File: src/rtl/fwd_pkg.sv
// ---------------------------------------------------------------------------
// fwd_pkg
//   Shared definitions for the EX-stage operand forwarding controller:
//   forward-select codes, the per-stage shadow metadata record, the bubble
//   constant and a helper that decides whether a stage is a usable producer.
//   Configuration macro: FWD_WB2_EN (adds the WB+1 forwarding source, code 11).
// ---------------------------------------------------------------------------
package fwd_pkg;

    // Register index width carried in the stage shadows.
    localparam int FWD_RD_W = 5;

    // Operand mux select codes {sel1, sel0}.
    typedef enum logic [1:0] {
        FWD_RF  = 2'b00,   // register file
        FWD_MEM = 2'b01,   // EX/MEM ALU result
        FWD_WB  = 2'b10,   // MEM/WB result
        FWD_WB2 = 2'b11    // WB+1 result (only with FWD_WB2_EN)
    } fwd_sel_e;

    // Shadow metadata tracked for each pipeline stage.
    typedef struct packed {
        logic [FWD_RD_W-1:0] rd;
        logic                we;
        logic                mem_read;
    } stage_meta_t;

    localparam stage_meta_t STAGE_BUBBLE = '{rd: '0, we: 1'b0, mem_read: 1'b0};

    // A stage can supply a value only if it writes a register, and, when x0 is
    // hardwired, only if that register is not x0.
    function automatic logic stage_writes(stage_meta_t s, logic x0_hardwired);
        return s.we && (!x0_hardwired || (s.rd != '0));
    endfunction

endpackage

File: src/rtl/fwd_match.sv
// ---------------------------------------------------------------------------
// fwd_match
//   Combinational priority compare of one ID source register against the
//   stage shadows that will sit ahead of it once it reaches EX. The youngest
//   producer wins.
//   Configuration macro: FWD_WB2_EN adds the i_wb port and code FWD_WB2.
// Ports
//   i_rs    in   FWD_RD_W      source register index
//   i_used  in   1             instruction actually reads i_rs
//   i_ex    in   stage_meta_t  current EX shadow (MEM next cycle)   -> 01
//   i_mem   in   stage_meta_t  current MEM shadow (WB next cycle)   -> 10
//   i_wb    in   stage_meta_t  current WB shadow (FWD_WB2_EN only)  -> 11
//   o_sel   out  fwd_sel_e     forward select code
// ---------------------------------------------------------------------------
module fwd_match
    import fwd_pkg::*;
#(
    parameter bit X0_HARDWIRED = 1'b1
) (
    input  logic [FWD_RD_W-1:0] i_rs,
    input  logic                i_used,
    input  stage_meta_t         i_ex,
    input  stage_meta_t         i_mem,
`ifdef FWD_WB2_EN
    input  stage_meta_t         i_wb,
`endif
    output fwd_sel_e            o_sel
);

    logic w_hit_ex;
    logic w_hit_mem;

    assign w_hit_ex  = stage_writes(i_ex,  X0_HARDWIRED) && (i_ex.rd  == i_rs);
    assign w_hit_mem = stage_writes(i_mem, X0_HARDWIRED) && (i_mem.rd == i_rs);

`ifdef FWD_WB2_EN
    logic w_hit_wb;
    assign w_hit_wb = stage_writes(i_wb, X0_HARDWIRED) && (i_wb.rd == i_rs);
`endif

    always_comb begin
        // NOTE: the default assignment first keeps every path assigned, so no latch is inferred.
        o_sel = FWD_RF;
        if (i_used) begin
            if (w_hit_ex) begin
                o_sel = FWD_MEM;
            end else if (w_hit_mem) begin
                o_sel = FWD_WB;
            end
`ifdef FWD_WB2_EN
            else if (w_hit_wb) begin
                o_sel = FWD_WB2;
            end
`endif
        end
    end

    // Load flags are irrelevant to forwarding; only the stall logic needs them.
    logic w_unused;
`ifdef FWD_WB2_EN
    assign w_unused = ^{i_ex.mem_read, i_mem.mem_read, i_wb.mem_read};
`else
    assign w_unused = ^{i_ex.mem_read, i_mem.mem_read};
`endif

endmodule

File: src/rtl/operand_fwd_ctrl.sv
// ---------------------------------------------------------------------------
// operand_fwd_ctrl
//   Drives the select lines of the two EX-stage 4:1 operand muxes (A, B).
//   Shadows {rd, we, mem_read} for EX, MEM and WB, detects RAW hazards for the
//   instruction in ID and registers its forward selects so they are valid
//   while that instruction is in EX. A load followed by a dependent consumer
//   raises a one-cycle stall and a bubble is inserted into EX.
//   Configuration macro: FWD_WB2_EN adds a WB2 shadow stage and the WB+1
//   forwarding source (code 11) for register files without write-before-read.
// Parameters
//   REG_ADDR_W    register index width (must equal fwd_pkg::FWD_RD_W)
//   X0_HARDWIRED  1: rd==0 is never forwarded and never stalls
// Ports
//   clk          in   1           rising-edge clock
//   rst_n        in   1           async active-low reset
//   id_valid     in   1           ID holds a real instruction
//   id_rs1       in   REG_ADDR_W  ID source 1
//   id_rs2       in   REG_ADDR_W  ID source 2
//   id_rs1_used  in   1           instruction reads rs1
//   id_rs2_used  in   1           instruction reads rs2
//   id_rd        in   REG_ADDR_W  ID destination
//   id_we        in   1           ID writes rd
//   id_mem_read  in   1           ID is a load
//   flush        in   1           branch taken: kill ID instruction
//   stall        out  1           hold PC and IF/ID (combinational)
//   ex_sel_a1/0  out  1           operand A select bits (registered)
//   ex_sel_b1/0  out  1           operand B select bits (registered)
// ---------------------------------------------------------------------------
module operand_fwd_ctrl
    import fwd_pkg::*;
#(
    parameter int REG_ADDR_W   = FWD_RD_W,
    parameter bit X0_HARDWIRED = 1'b1
) (
    input  logic                  clk,
    input  logic                  rst_n,
    input  logic                  id_valid,
    input  logic [REG_ADDR_W-1:0] id_rs1,
    input  logic [REG_ADDR_W-1:0] id_rs2,
    input  logic                  id_rs1_used,
    input  logic                  id_rs2_used,
    input  logic [REG_ADDR_W-1:0] id_rd,
    input  logic                  id_we,
    input  logic                  id_mem_read,
    input  logic                  flush,
    output logic                  stall,
    output logic                  ex_sel_a1,
    output logic                  ex_sel_a0,
    output logic                  ex_sel_b1,
    output logic                  ex_sel_b0
);

    // The shadow record has a fixed index width; refuse to elaborate otherwise.
    if (REG_ADDR_W != FWD_RD_W) begin : g_width_check
        $error("operand_fwd_ctrl: REG_ADDR_W must equal fwd_pkg::FWD_RD_W");
    end

    stage_meta_t r_ex;
    stage_meta_t r_mem;
    stage_meta_t r_wb;
`ifdef FWD_WB2_EN
    stage_meta_t r_wb2;
`endif
    fwd_sel_e    r_sel_a;
    fwd_sel_e    r_sel_b;

    stage_meta_t w_id_meta;
    logic        w_ex_is_load;
    logic        w_load_use;
    logic        w_ex_bubble_next;
    fwd_sel_e    w_sel_a;
    fwd_sel_e    w_sel_b;

    assign w_id_meta = '{rd: id_rd, we: id_we, mem_read: id_mem_read};

    // Load-use: the load in EX has no value to forward until it reaches MEM/WB.
    assign w_ex_is_load = r_ex.mem_read && stage_writes(r_ex, X0_HARDWIRED);
    assign w_load_use   = w_ex_is_load &&
                          ((id_rs1_used && (id_rs1 == r_ex.rd)) ||
                           (id_rs2_used && (id_rs2 == r_ex.rd)));

    // A flush kills the ID instruction, so it also suppresses the stall.
    assign stall            = id_valid && w_load_use && !flush;
    assign w_ex_bubble_next = stall || flush || !id_valid;

    // Sources are compared against the stages as they stand now: current EX
    // becomes MEM (code 01) and current MEM becomes WB (code 10) next cycle.
    fwd_match #(.X0_HARDWIRED(X0_HARDWIRED)) u_match_a (
        .i_rs   (id_rs1),
        .i_used (id_rs1_used),
        .i_ex   (r_ex),
        .i_mem  (r_mem),
`ifdef FWD_WB2_EN
        .i_wb   (r_wb),
`endif
        .o_sel  (w_sel_a)
    );

    fwd_match #(.X0_HARDWIRED(X0_HARDWIRED)) u_match_b (
        .i_rs   (id_rs2),
        .i_used (id_rs2_used),
        .i_ex   (r_ex),
        .i_mem  (r_mem),
`ifdef FWD_WB2_EN
        .i_wb   (r_wb),
`endif
        .o_sel  (w_sel_b)
    );

    // NOTE: sequential state uses non-blocking assignments so every stage samples pre-edge values.
    always_ff @(posedge clk or negedge rst_n) begin
        if (!rst_n) begin
            r_ex    <= STAGE_BUBBLE;
            r_mem   <= STAGE_BUBBLE;
            r_wb    <= STAGE_BUBBLE;
`ifdef FWD_WB2_EN
            r_wb2   <= STAGE_BUBBLE;
`endif
            r_sel_a <= FWD_RF;
            r_sel_b <= FWD_RF;
        end else begin
            r_mem <= r_ex;
            r_wb  <= r_mem;
`ifdef FWD_WB2_EN
            r_wb2 <= r_wb;
`endif
            if (w_ex_bubble_next) begin
                r_ex    <= STAGE_BUBBLE;
                r_sel_a <= FWD_RF;
                r_sel_b <= FWD_RF;
            end else begin
                r_ex    <= w_id_meta;
                r_sel_a <= w_sel_a;
                r_sel_b <= w_sel_b;
            end
        end
    end

    assign ex_sel_a1 = r_sel_a[1];
    assign ex_sel_a0 = r_sel_a[0];
    assign ex_sel_b1 = r_sel_b[1];
    assign ex_sel_b0 = r_sel_b[0];

    // The last shadow stage is tracked for pipeline visibility but never matched.
    logic w_unused;
`ifdef FWD_WB2_EN
    assign w_unused = ^{r_wb2, r_mem.mem_read};
`else
    assign w_unused = ^{r_wb, r_mem.mem_read};
`endif

endmodule
File: config.mk
export PLATFORM = sky130hd
export DESIGN_NAME = operand_fwd_ctrl
export DESIGN_NICKNAME = d
export VERILOG_FILES = /design/src/rtl/fwd_pkg.sv /design/src/rtl/fwd_match.sv /design/src/rtl/operand_fwd_ctrl.sv
export SDC_FILE = /design/constraint.sdc
export NUM_CORES = 1
export LEC_CHECK = 0
export ABC_AREA = 1
export CORE_UTILIZATION = 41
export CTS_BUF_LIST = sky130_fd_sc_hd__clkbuf_8 sky130_fd_sc_hd__clkbuf_16
export CTS_CLUSTER_SIZE = 8
export DETAILED_ROUTE_END_ITERATION = 10
export PLACE_DENSITY = 0.74
export SKIP_LAST_GASP = 1
export SLEW_MARGIN = 25
export SYNTH_ARGS = -nofsm -noshare
export SYNTH_HDL_FRONTEND = slang
export SYNTH_SLANG_ARGS = --single-unit
File: constraint.sdc
create_clock -name clk -period 1.1 [get_ports clk]
set_input_delay 0.22 -clock clk [delete_from_list [all_inputs] [get_ports clk]]
set_output_delay 0.22 -clock clk [all_outputs]
set_load 0.1 [all_outputs]
# [Word-level counts from Yosys, hierarchy flattened]
# Cells that the tools add are included.
[classes] eq_ne=6 reduce_logical=19 muxes=9
[op_table] cell="5-bit == test" count=6
[op_table] cell="2-bit two-way mux" count=8
[op_table] cell="1-bit logical AND" count=12
[op_table] cell="5-bit nonzero test" count=2
[op_table] cell="7-bit two-way mux" count=1
[op_table] cell="1-bit logical OR" count=3
[op_table] cell="1-bit logical NOT" count=2
[word_totals] wordCells=41 reg_bits=17 input_bits=23

# [Logic depth before layout (Yosys ltp)]
[depth] depth_word=9 depth_mapped=10 ltp_nobuf=9

# [By module]
# Synthesis repeated with hierarchy kept, for this count alone.
[hier_totals] hier_cells=219 hier_area_um2=1302.5
[by_module_without_submodules] mod="operand_fwd_ctrl" cells_each=103 n_inst=1 seq_area_each_um2=450.4 area_each_um2=794.5
[by_module_without_submodules] mod="fwd_match" cells_each=58 n_inst=2 seq_area_each_um2=0.0 area_each_um2=254.0

# [Worst setup path before layout]
# Ideal clock, no wire load.
[synth_path] kind="register to output" start="register r_ex[2] (netlist bit)" end="output stall" t_arrival_ns=2.118 slack_ns=-1.238 path_stages_with_launch=7 cell_sequence="dfrtp_1 > xor2_1 > nor2_1 > nand4_1 > nand2_1 > nand2_2 > nor2_1"
[synth_between] elab_chain_cells=6 elab_cells_between_ends=11 classes_between="2 x eq/ne; 9 x reduce/logical"
[synth_rtl] element="start: declaration" line="operand_fwd_ctrl.sv:58" rtl="stage_meta_t r_ex;"
[synth_rtl] element="start signal: assignment" line="operand_fwd_ctrl.sv:132" rtl="r_ex <= w_id_meta;"
[synth_rtl] element="5-bit == test, or another cell as far along" line="operand_fwd_ctrl.sv:79" rtl="((id_rs1_used && (id_rs1 == r_ex.rd)) ||"
[synth_rtl] element="1-bit logical AND, on equally long branches" line="operand_fwd_ctrl.sv:79, operand_fwd_ctrl.sv:80, fwd_pkg.sv:33"
[synth_rtl] element="1-bit logical OR / 1-bit logical AND (equally long branches)" line="operand_fwd_ctrl.sv:79, operand_fwd_ctrl.sv:77"
[synth_rtl] element="1-bit logical AND (*)" line="operand_fwd_ctrl.sv:78" rtl="assign w_load_use = w_ex_is_load &&"
[synth_rtl] element="1-bit logical AND (*) (2 in a row)" line="operand_fwd_ctrl.sv:83" rtl="assign stall = id_valid && w_load_use && !flush;"
[synth_rtl] element="end: declaration" line="operand_fwd_ctrl.sv:46" rtl="output logic stall,"
# Every way passes the cells marked *; elsewhere a longest branch is shown, timed or not.

# [Worst setup path in the final report]
# Same ends and word-level chain as after synthesis.

==> flow_summary.ini <==
[sta]
holdWs_ns = 0.2905
worst_pin_slew_ns = 0.3538
period_share = 1.651
layout_min_cycle_time_ns = 1.816
rsz0062_at_grt = true
timing.fmax_mhz = 550.7
drv_slew = 0
hold_viol_final = 0
max-slew-margin-rel = 0.7617
setup_viol = 12
fin_setup_tns_ns = -4.532
clock-skew-final_ns = 0.004240
fin_ws_ns = -0.7160

[critical_path]
critPathRequiredTime_ns = 0.88
cp.arrival_ns = 1.60
critPathMaxFanout = 4
r2r-start = r_ex[2]
crit_type = flop to output pin
r2r_cells = 9
worstSetupEndpointType = output pin
r2r_end = r_ex[6]
r2r_setup_slack_ns = -0.36
startpoint_type = flop

[global_route]
grt_max_degree = 18
first_global_vias = 1044
grt_pass1_wl_um = 4381
grt_overflow = 0
track_usage = 0.2348
antenna_found_initial = 0

[clocking]
cts_tree = yes
cts_buffer_depth = 2
clk_pin_slew_ns = 0.07
cts_sinks = 17
ctsHoldBuffers = 0
insertion_delay_ns = 0.25
cts_max_level = 1
cts_buffers = 3
root_buffer = clkbuf_8

[synthesis]
synthCells = 130
ys_types = 15
synth-seq-area-share = 0.4582
syn_nets = 153
avgSynthCellArea_um2 = 7.141
ys_ff_latch = 17
synth_top_area_cell = dfrtp_1
yosysWarnings = 0
yosysTopAreaCellShare = 0.4582
syn_area_um2 = 928.4
synth.area.top_cells = dfrtp_1 (46%), nand2_1 (16%), inv_1 (11%)

[power]
ir_drop_mv = 0.8090
leakage_uw = 0.0008530
powerDensity_nw_per_um2 = 903.1
p_total_uw = 1460

[layout]
finalNonFillerCells = 212
layout.nets = 209
utilization = 0.7917
mostFrequentLayoutCells = nand2_1 (32), inv_1 (24), buf_4 (24), clkdlybuf4s50_1 (15), dfrtp_1 (12)
final_common_cell = nand2_1
drive_gt1_frac = 0.3622
syn_to_final_growth_pct = 74.12
antennaDiodeCount = 0

[routing]
drt_iter0_drc = 17
ant_nets = 0
wl_um = 2617
drc = 0
drt-vias-per-instance = 4.693
dr.pass1.iters = 4
via_count = 995
wl_per_cell_um = 12.34

[placement]
dp_hpwl_um = 1774
dp.cells = 199
gp_congestion = 0.8703
portBuffers = 27

[outcome]
violations = setup timing
outcome = finished, violations left

[die]
die_y_um = 49.59
core_um2 = 2042
dieWidth_um = 49.59
rows = 16
start_util = 0.4547
ios = 28
dieArea_um2 = 2459

[worst_hold_path]
hp-class = input pin to asynchronous set/reset pin

[flow_run]
maxCapViolCount = 0
==> state kept, by name, indices dropped and copies added, names as in the netlist <==
signal / count
r_sel_b: 2
r_ex: 7
r_mem: 6
r_sel_a: 2
==> cells by family (layout without fill, tap and decap cells) <==
kind of cell | count (synthesis) | in the layout | synth area share
flops | 17 | 17 | 0.4582
xor+xnor | 7 | 7 | 0.06604
compound gates | 6 | 6 | 0.03504
buf+inv | 28 | 82 | 0.1213
simple gates | 72 | 73 | 0.3194
==> power by group <==
group	leakage (uW)	internal [uW]	total (uW)	switching, uW
Combinational	0.000605	182	334	151
Sequential	0.000223	644	664	20.3
Clock	0.0000255	251	462	211
==> worst max-delay path: stages (launching register included) <==
cell and delay, ns:
dfrtp_2 0.44, nand2_1 0.09, nand2_2 0.07, nor2_4 0.12, nand4_1 0.11, nand2_1 0.11
nand2_2 0.09, nor2_4 0.13, buf_12 0.18
==> metal layers <==
metal	part of all wire	global-route usage	vias up
met5	0	0	-
met1	0.42	0.2888	465
li1	-	-	496
met2	0.53	0.4099	28
met4	0.013	0.08571	0
met3	0.044	0.03704	6
==> Yosys cell counts <==
cell       n
xnor2_1    4
a21oi_1    3
nand2_1   40
nand4_1    7
a21boi_0   1
buf_6      1
dfrtp_1   17
nand3_1    1
o21ai_0    2
nor2_1    21
inv_1     26
nor2_2     1
inv_2      1
nand2_2    2
xor2_1     3
==> stage by stage <==
step           area, um2  setup slack [ns]
2_1_floorplan      940.9           -0.4694
3_3_place_gp        1404           -0.7130
3_5_place_dp        1404           -0.7138
4_1_cts             1528           -0.6791
5_1_grt             1617           -0.7974
6_report            1617           -0.7160
==> worst max-delay path by stage <==
stage / start / to / slack, ns / cells past startpoint
final: r_ex[2] / stall / -0.72 / 8
after CTS: r_ex[2] / stall / -0.68 / 7
after global placement: id_rs2[2] / stall / -0.71 / 10
after detailed placement: id_rs2[2] / stall / -0.71 / 10
after global routing: r_ex[3] / stall / -0.80 / 9
after floorplan: r_ex[2] / stall / -0.47 / 6
==> layout make-up <==
| class | count | area [um2] |
|---|---|---|
| clock buffer | 3 | 41.29 |
| inverter | 27 | 101.3 |
| tap | 27 | 33.78 |
| multi-input combinational | 86 | 496.7 |
| timing repair buffer | 51 | 506.7 |
| clock inverter | 1 | 5.005 |
| fill | 138 | 425.4 |
| sequential | 17 | 431.7 |
==> timing repair <==
item,4_1_cts,5_1_grt
setup endpoints to repair,12,12
gates resized for setup,12,25
cloned,1,0
pin swaps,9,11
buffers inserted,10,2
Note: power is estimated with default switching activity, not from simulation.
